**config.mk**
```make
export PLATFORM = sky130hd
export DESIGN_NAME = msdap_fir_sequencer
export DESIGN_NICKNAME = d
export VERILOG_FILES = /design/src/rtl/msdap_fir_sequencer.sv
export SDC_FILE = /design/constraint.sdc
export NUM_CORES = 1
export LEC_CHECK = 0
export ABC_AREA = 0
export CORE_MARGIN = 1
export CORE_UTILIZATION = 31
export CTS_CLUSTER_DIAMETER = 80
export CTS_CLUSTER_SIZE = 28
export DETAILED_ROUTE_END_ITERATION = 16
export PLACE_DENSITY_LB_ADDON = 0.1
export SETUP_SLACK_MARGIN = 0.5
export SYNTH_ARGS = -nofsm -noshare
export SYNTH_HDL_FRONTEND = slang
export SYNTH_SLANG_ARGS = --single-unit
```
**constraint.sdc**
```tcl
create_clock -name sclk -period 5.45 [get_ports sclk]
set_input_delay 0.545 -clock sclk [delete_from_list [all_inputs] [get_ports sclk]]
set_output_delay 0.545 -clock sclk [all_outputs]
set_load 0.01 [all_outputs]
```
**src/rtl/msdap_fir_sequencer.sv**
```systemverilog
// Per-channel MSDAP FIR sequencer: walks rj groups and coefficients, fetches
// delayed samples and shift-adds them into a 40-bit accumulator per frame.
module msdap_fir_sequencer #(
   parameter int NRJ     = 16,
   parameter int NCOEF   = 512,
   parameter int HIST_AW = 8,
   parameter int ACC_W   = 40
) (
   input  logic                       sclk,
   input  logic                       reset,
   input  logic                       start_frame,
   input  logic [HIST_AW-1:0]         new_ptr,
   input  logic                       clear,
   output logic [$clog2(NRJ)-1:0]     rj_addr,
   input  logic [15:0]                rj_data,
   output logic [$clog2(NCOEF)-1:0]   coef_addr,
   input  logic [15:0]                coef_data,
   output logic [HIST_AW-1:0]         x_addr,
   input  logic [15:0]                x_data,
   output logic [ACC_W-1:0]           y,
   output logic                       y_valid,
   output logic                       busy,
   output logic                       overrun,
   output logic [2:0]                 dbg_state
);

   localparam int RJ_AW = $clog2(NRJ);
   localparam int C_AW  = $clog2(NCOEF);

   typedef enum logic [2:0] {
      S_IDLE, S_RJ_REQ, S_RJ_WAIT, S_TERMS, S_DRAIN, S_SHIFT, S_DONE
   } state_t;

   state_t state, state_nxt;

   logic [RJ_AW-1:0]        j;
   logic [C_AW-1:0]         c;
   logic [9:0]              count;
   logic [HIST_AW-1:0]      new_ptr_q;
   logic [HIST_AW-1:0]      n_cnt, n_cnt_inc, n_q;
   logic signed [ACC_W-1:0] acc, x_ext;
   logic                    accept;
   logic                    v1, v2, v3, s2, s3, m2, m3;
   logic [7:0]              k;
   logic                    unused_bits;

   assign unused_bits = &{1'b0, rj_data[15:10], coef_data[15:9]};

   assign rj_addr   = j;
   assign coef_addr = c;
   assign busy      = (state != S_IDLE);
   assign y_valid   = (state == S_DONE);
   assign dbg_state = state;
   assign k         = coef_data[7:0];
   assign x_ext     = {{(ACC_W-32){x_data[15]}}, x_data, 16'b0};
   assign n_cnt_inc = (n_cnt == '1) ? n_cnt : n_cnt + 1'b1;

   always_comb begin
      state_nxt = state;
      accept    = 1'b0;
      case (state)
         S_IDLE: if (start_frame) begin
            accept    = 1'b1;
            state_nxt = S_RJ_REQ;
         end
         S_RJ_REQ:  state_nxt = S_RJ_WAIT;
         S_RJ_WAIT: state_nxt = (rj_data[9:0] == 10'd0) ? S_SHIFT : S_TERMS;
         S_TERMS:   if (count == 10'd1) state_nxt = S_DRAIN;
         // v3 retires on the same edge that leaves DRAIN, so SHIFT sees the final sum
         S_DRAIN:   if (!v1 && !v2) state_nxt = S_SHIFT;
         S_SHIFT:   state_nxt = (j == RJ_AW'(NRJ-1)) ? S_DONE : S_RJ_REQ;
         S_DONE: begin
            if (start_frame) begin
               accept    = 1'b1;
               state_nxt = S_RJ_REQ;
            end else begin
               state_nxt = S_IDLE;
            end
         end
         default: state_nxt = S_IDLE;
      endcase
      if (clear) begin
         accept    = 1'b0;
         state_nxt = S_IDLE;
      end
   end

   always_ff @(posedge sclk) begin
      if (!reset) begin
         state     <= S_IDLE;
         y         <= '0;
         overrun   <= 1'b0;
         j         <= '0;
         c         <= '0;
         count     <= '0;
         x_addr    <= '0;
         new_ptr_q <= '0;
         n_cnt     <= '0;
         n_q       <= '0;
         acc       <= '0;
         v1        <= 1'b0;
         v2        <= 1'b0;
         v3        <= 1'b0;
         s2        <= 1'b0;
         s3        <= 1'b0;
         m2        <= 1'b0;
         m3        <= 1'b0;
      end else begin
         state   <= state_nxt;
         overrun <= start_frame && !clear && !accept;

         // Term pipeline: coef_data -> x_addr -> x_data -> accumulate
         v1 <= (state == S_TERMS) && !clear;
         v2 <= v1 && !clear;
         v3 <= v2 && !clear;
         if (v1) begin
            x_addr <= new_ptr_q - HIST_AW'(k);
            s2     <= coef_data[8];
            m2     <= (HIST_AW'(k) > n_q);
         end
         s3 <= s2;
         m3 <= m2;
         if (v3 && !m3) acc <= s3 ? acc - x_ext : acc + x_ext;

         case (state)
            S_RJ_WAIT: count <= rj_data[9:0];
            S_TERMS: begin
               c     <= c + 1'b1;
               count <= count - 1'b1;
            end
            S_SHIFT: begin
               acc <= acc >>> 1;
               if (j == RJ_AW'(NRJ-1)) y <= acc >>> 1;
               else                    j <= j + 1'b1;
            end
            default: ;
         endcase

         if (accept) begin
            new_ptr_q <= new_ptr;
            acc       <= '0;
            j         <= '0;
            c         <= '0;
            n_cnt     <= n_cnt_inc;
            n_q       <= n_cnt_inc - 1'b1;
         end
         if (clear) n_cnt <= '0;
      end
   end

endmodule
```
==> out/qor.yml, run 1 <==
timing:
  setup-violations-final: 0
  fmax_ghz: 0.269
  slew_viol_final: 0
  finalWorstSetupSlack_ns: 1.73
  hold_viol: 0
  fin_crit_sh_pct: 68.3
  rsz0062_at_grt: "false"
  fin_tns_setup_ns: 0
  period_needed_ns: 3.72
  max_slew.worst_pin.slew_ns: 0.932
  relSlewSlack_pct: 37.8
  finClkSkew_ns: 0.0144
yosys:
  synth_seq_cells: 144
  synthFlopType: "dfxtp_1"
  ys_warn_count: 0
  netlist_area_sq_mm: 0.00825
  ys_seq_area_share_pct: 34.9
  syn-instance-count: 1081
  async_reset_ff_share_pct: 0
  yosysUniqueCellTypes: 71
  avgSynthCellArea_sq_um: 7.64
  synth_nets: 1189
  synth_edf_count: 0
floorplan:
  die_area_sq_mm: 0.0273
  num_rows: 59
  design.core.area_sq_mm: 0.0261
  die_y_microns: 165
  start_util_pct: 31.7
  die_w_microns: 165
  num_io_pins: 127
place:
  dp_slack_ns: 1.30
  gp_congestion: 0.828
  hpwlAfterDp_microns: 16200
  io_buffers: 113
setup_path:
  critPathMaxStageDelay_ns: 0.59
  cp_num_buf_inv: 3
  slowest_stage: "clkdlybuf4s50_1"
  crit_chain: "clkdlybuf4s50_1 -> inv_1 -> ha_1 -> and4_1 -> a211oi_1 -> a21oi_1 -> ha_1 -> nand4_1 -> nor3_1 -> inv_1 -> o21ai_1 -> nor3_2 -> or4_1 -> a21oi_1"
  worstSetupPathType: "primary input to flop"
  worstPathRequired_ns: 5.80
  start_kind: "primary input"
  worstPathMaxFanout: 8
  endpoint_kind: "flop"
  cp_data_arrival_time_ns: 4.07
  crit_family: "simple AND/OR/NAND/NOR gates"
routing:
  wl_microns: 22500
  antenna_left: 0
  post_drt_wl_per_cell_microns: 15.0
  first_pass_iters: 5
  post-route-drc-count: 0
  drt_iter0_markers: 464
  viasPerCell: 5.03
  vias: 7574
pwr:
  power-per-cell-area_mw_per_mm2: 244
  seq_power_share_pct: 42.9
  ir_drop_mv: 0.149
  power.internal_mw: 1.79
  p_switching_uw: 703
  leakagePower_nw: 3.67
  swShare_pct: 28.2
  clkPwrFrac_pct: 47.7
  pwr-share-comb_pct: 9.4
run_status:
  outcome: "finished, final reports clean"
global_routing:
  antenna_found_initial: 0
  grt_pass1_vias: 7032
  grt_first_pass_wirelength_microns: 36300
  grt_max_degree: 67
  grt_usage_pct: 16.8
  grt_overflow: 0
finish:
  mostFrequentLayoutCell: "nand2_1"
  areaGrowthSynthToFinish_pct: 23.7
  final_cell_mix: "nand2_1, a21oi_1, dfxtp_1"
  antenna_cells: 0
  fillers: 2701
  nets: 1265
  drive_gt1_share_pct: 5.47
clock_network:
  clkTransAtPathRegs_ns: 0.07
  cts_setup_buffers: 0
  clock_sinks: 144
  cts_tree: "built"
  root_buffer: "clkbuf_16"
  clockBufferDepth: 2
  clk_latency_ns: 0.43
  ctsHoldBuffers: 0
  cts_resized: 0
  cts_buffers: 17
  cts_max_level: 4
job:
  max-cap-violations: 0
worst_hold_path:
  hold_path.class: "flop to flop"
[routing by layer]
metal | global-route usage, % | vias up | share of wire [%]
li1 | - | 3936 | -
met1 | 21.8 | 3509 | 47
met2 | 28.2 | 111 | 48
met3 | 3.30 | 18 | 3.3
met4 | 4.50 | 0 | 1.3
met5 | 0 | - | 0
[cells by family (layout without fill, tap and decap cells)]
family                     Yosys count  after routing  share of synthesized area [%]
adders and majority gates           48             48                           7.46
and+or+nand+nor                    423            423                           23.9
muxes                               16             16                           2.11
xor gates and xnor gates            49             49                           5.29
DFF                                144            144                           34.9
buffers and inverters              106            195                           5.35
AOI/OAI and AO/OA                  295            295                           21.0
[final timing paths]
path	slack, ns	from	to	cells after the start
max	1.73	x_data[0]	acc[39]$_SDFFE_PP0P_	14
min	0.43	v2$_SDFF_PN0_	v3$_SDFF_PN0_	2
max reg2reg	2.02	s3$_SDFF_PN0_	acc[29]$_SDFFE_PP0P_	9
min reg2reg	0.43	v2$_SDFF_PN0_	v3$_SDFF_PN0_	2
[area by class of cell]
| class | instances | area, sq um | area share [%] |
|---|---|---|---|
| multi-input combinational | 831 | 4950 | 48.5 |
| sequential | 144 | 2880 | 28.2 |
| timing repair buffer | 122 | 1200 | 11.7 |
| clock buffer | 17 | 425 | 4.17 |
| tap | 335 | 419 | 4.10 |
| clock inverter | 15 | 184 | 1.80 |
| inverter | 41 | 154 | 1.51 |
[sequential cells by signal, summed over array words and instances (netlist names)]
register and flops:
acc 39, y 39, count 10, coef_addr 9, n_cnt 8, n_q 8
new_ptr_q 8, x_addr 8, rj_addr 4, dbg_state 3, m2 1, m3 1
overrun 1, s2 1, s3 1, v1 1, v2 1, v3 1
[synth_stat cells (5+ instances only)]
cell type  number  area share (%)
o211ai_1        9            0.82
clkbuf_1       55             2.5
o31ai_1         5            0.45
a31oi_1        15             1.1
o21ai_0        30             1.8
and3_1          7            0.53
a22oi_1         5            0.45
xor2_1         19             2.0
xnor2_1        29             3.1
a211oi_1       11             1.0
buf_2           5            0.30
a21oi_1       154             9.3
nor2_1         80             3.6
nand2_1       198             9.0
inv_1          39             1.8
a21o_1          6            0.55
a311oi_1        6            0.64
ha_1           46             7.0
nand3_1        39             2.4
nor3_1         26             1.6
nand4_1        12            0.91
nor2b_1         9            0.68
nand2b_1       12            0.91
o21ai_1        18             1.1
or3_1           9            0.68
mux2i_1        14             1.7
o21a_1          7            0.64
dfxtp_1       144              35
[power by group through the flow]
stage	logic (mW)	clock network, mW	registers (mW)
2_1_floorplan	0.149	0	1.09
3_3_place_gp	0.236	0	1.09
3_5_place_dp	0.236	0	1.09
4_1_cts	0.238	1.22	1.07
5_1_grt	0.262	1.27	1.07
6_report	0.234	1.19	1.07
[tightest hold or removal path, cell delays in order (launching register included)]
cell     delay, ns
dfxtp_1       0.31
inv_1         0.04
nor2_1        0.03
[through the flow]
| stage | instances | hold WS [ns] | util [%] | area (sq um) | total power [mW] |
|---|---|---|---|---|---|
| after floorplan | 1081 | 0.405 | - | 8250 | 1.24 |
| after global placement | 1473 | 0.423 | 36.9 | 9600 | 1.33 |
| after detailed placement | 1473 | 0.426 | 36.9 | 9600 | 1.33 |
| after CTS | 1505 | 0.435 | 39.2 | 10200 | 2.53 |
| after global routing | 1505 | 0.452 | 39.2 | 10200 | 2.60 |
| final | 1505 | 0.428 | 39.2 | 10200 | 2.49 |
Note: power is estimated with default switching activity, not from simulation.
==> run 2: changes to the inputs <==
==> constraint.sdc (replaced) <==
create_clock -name sclk -period 3.2 [get_ports sclk]
set_input_delay 0.32 -clock sclk [delete_from_list [all_inputs] [get_ports sclk]]
set_output_delay 0.32 -clock sclk [all_outputs]
set_load 0.01 [all_outputs]
==> out/qor.yml, run 2 (synthesis gave the netlist of run 1 again) <==
setup_path:
  worst-r2r-cell-count: 10  # was 9
  critPathMostFrequentCell: "buf_4"
  worstPathRequired_ns: 3.56  # was 5.80 ns
  crit_family: "simple AND/OR/NAND/NOR gates"  # unchanged
  crit_chain: "clkbuf_2 -> buf_4 -> nor4_4 -> buf_4 -> a21oi_1 -> xnor2_1 -> ha_2 -> buf_4 -> nand4_1 -> a21oi_2 -> o2111ai_2 -> a31o_1 -> or4_1 -> nand3_1"  # was clkdlybuf4s50_1 -> inv_1 -> ha_1 -> and4_1 -> a211oi_1 -> a21oi_1 -> ha_1 -> nand4_1 -> nor3_1 -> inv_1 -> o21ai_1 -> nor3_2 -> or4_1 -> a21oi_1
  slowest_stage: "or4_1"  # was clkdlybuf4s50_1
  endpoint_kind: "flop"  # unchanged
  r2r_end: "acc[39]$_SDFFE_PP0P_"  # was acc[29]$_SDFFE_PP0P_
  start_kind: "primary input"  # unchanged
  cp_data_arrival_time_ns: 3.04  # was 4.07 ns
  cp_num_buf_inv: 4  # was 3
  reg2reg_slack_ns: 0.54  # was 2.02 ns
  worstPathMaxFanout: 5  # was 8
  r2r_start: "s3$_SDFF_PN0_"  # unchanged
  worstSetupPathType: "primary input to flop"  # unchanged
  critPathMaxStageDelay_ns: 0.49  # was 0.59 ns
clock_network:
  cts_tree: "built"  # unchanged
  cts_buffers: 17  # unchanged
  clock_sinks: 144  # unchanged
  cts_max_level: 4  # unchanged
  clk_latency_ns: 0.42  # was 0.43 ns
  clockBufferDepth: 2  # unchanged
  clkTransAtPathRegs_ns: 0.06  # was 0.07 ns
  root_buffer: "clkbuf_16"  # unchanged
  ctsHoldBuffers: 0  # unchanged
routing:
  viasPerCell: 4.97  # was 5.03
  first_pass_iters: 5  # unchanged
  antenna_left: 0  # unchanged
  post-route-drc-count: 0  # unchanged
  drt_iter0_markers: 342  # was 464
  post_drt_wl_per_cell_microns: 15.1  # was 15.0 microns
  wl_microns: 24400  # was 22,500 microns
  vias: 8039  # was 7,574
pwr:
  leakagePower_nw: 4.29  # was 3.67 nW
  power-per-cell-area_mw_per_mm2: 386  # was 244 mW/mm^2
  ir_drop_mv: 0.322  # was 0.149 mV
timing:
  fin_crit_sh_pct: 83.5
  finClkSkew_ns: 0.0105  # was 0.0144 ns
  period_needed_ns: 2.67
  setup-violations-final: 0  # unchanged
  slew_viol_final: 0  # unchanged
  fin_hold_ws_ns: 0.438  # was 0.428 ns
  max_slew.worst_pin.slew_ns: 0.782  # was 0.932 ns
  fmax_ghz: 0.374
  relSlewSlack_pct: 47.9  # was 37.8%
  hold_viol: 0  # unchanged
  fin_tns_setup_ns: 0  # unchanged
  rsz0062_at_grt: "true"  # was false
worst_hold_path:
  hold_end: "v3$_SDFF_PN0_"  # unchanged
  hp-start: "v2$_SDFF_PN0_"  # unchanged
  hold_path.class: "flop to flop"  # unchanged
  holdPathStages: 2  # unchanged
floorplan:
  die_area_sq_mm: 0.0273  # unchanged
  die_y_microns: 165  # unchanged
  die_w_microns: 165  # unchanged
  design.core.area_sq_mm: 0.0261  # unchanged
  num_rows: 59  # unchanged
  start_util_pct: 31.7  # unchanged
  num_io_pins: 127  # unchanged
finish:
  nets: 1377  # was 1,265
  areaGrowthSynthToFinish_pct: 38.2  # was 23.7%
  drive_gt1_share_pct: 18.9  # was 5.47%
  fillers: 2691  # was 2,701
  antenna_cells: 0  # unchanged
  reg_top3: "acc: 39 flops, y: 39 flops, count: 10 flops"  # unchanged
  multi_input_area_sq_mm: 0.00528  # was 0.00495 sq mm
  mostFrequentLayoutCell: "nand2_1"  # unchanged
  regArea_sq_mm: 0.00289  # was 0.00288 sq mm
  final_cell_mix: "nand2_1, dfxtp_1, a21oi_1"  # was nand2_1, a21oi_1, dfxtp_1
  design_area_sq_mm: 0.0114  # was 0.0102 sq mm
job:
  max-cap-violations: 0  # unchanged
global_routing:
  grt_usage_pct: 18.1  # was 16.8%
  antenna_found_initial: 0  # unchanged
  grt_max_degree: 67  # unchanged
  grt_overflow: 0  # unchanged
  grt_pass1_vias: 7666  # was 7,032
  grt_first_pass_wirelength_microns: 39000  # was 36,300 microns
place:
  gp_congestion: 0.827  # was 0.828
  hpwlAfterDp_microns: 17600  # was 16,200 microns
  postPlaceCellArea_sq_mm: 0.0103  # was 0.00960 sq mm
  io_buffers: 113  # unchanged
run_status:
  outcome: "finished, final reports clean"  # unchanged
==> run 2: area by class of cell <==
| class | count | share of cell area (%) |
|---|---|---|
| Inverter | 41 | 1.37 |
| Tap cell | 335 | 3.67 |
| Clock buffer | 18 | 3.76 |
| Clock inverter | 14 | 1.59 |
| Sequential cell | 144 | 25.3 |
| Timing Repair Buffer | 234 | 18.0 |
| Multi-Input combinational cell | 831 | 46.3 |
==> run 2: worst min-delay path, cell delays in order, from the launching register on <==
cell,delay [ns]
dfxtp_1,0.31
inv_1,0.05
nor2_1,0.04
==> run 2: worst max path at each step <==
stage,start,endpoint,slack [ns],depth (start not counted)
final,x_data[1],acc[33]$_SDFFE_PP0P_,0.53,14
after detailed placement,x_data[5],acc[39]$_SDFFE_PP0P_,-0.40,15
after global placement,x_data[5],acc[39]$_SDFFE_PP0P_,-0.39,15
after CTS,x_data[12],acc[39]$_SDFFE_PP0P_,0.45,15
after global routing,x_data[8],acc[39]$_SDFFE_PP0P_,0.40,15
after floorplan,x_data[4],acc[39]$_SDFFE_PP0P_,0.47,13
==> run 2: routing by layer <==
layer	vias up	global-route usage, %	part of all wire (%)
li1	4158	-	-
met1	3751	24.2	49
met2	115	30.0	47
met3	15	3.07	3.4
met4	0	4.80	1.0
met5	-	0	0
==> run 2: timing repair <==
item                       CTS  global route
setup endpoints to repair   13            12
gates resized for setup     79            43
pin swaps                   37            39
setup buffers               14            13
==> run 2: where the power goes <==
part | internal, mW | switching [mW]
Combinational | 0.235 | 0.260
Clock | 1.24 | 0.842
Sequential | 1.81 | 0.0158
Total | 3.29 | 1.12
==> run 2: metrics by stage <==
step	util, %	setup WS, ns	power [mW]	instances
2_1_floorplan	-	0.468	2.12	1081
3_3_place_gp	39.6	-0.387	2.33	1558
3_5_place_dp	39.6	-0.404	2.33	1558
4_1_cts	42.9	0.446	4.44	1604
5_1_grt	43.8	0.399	4.58	1617
6_report	43.8	0.528	4.40	1617
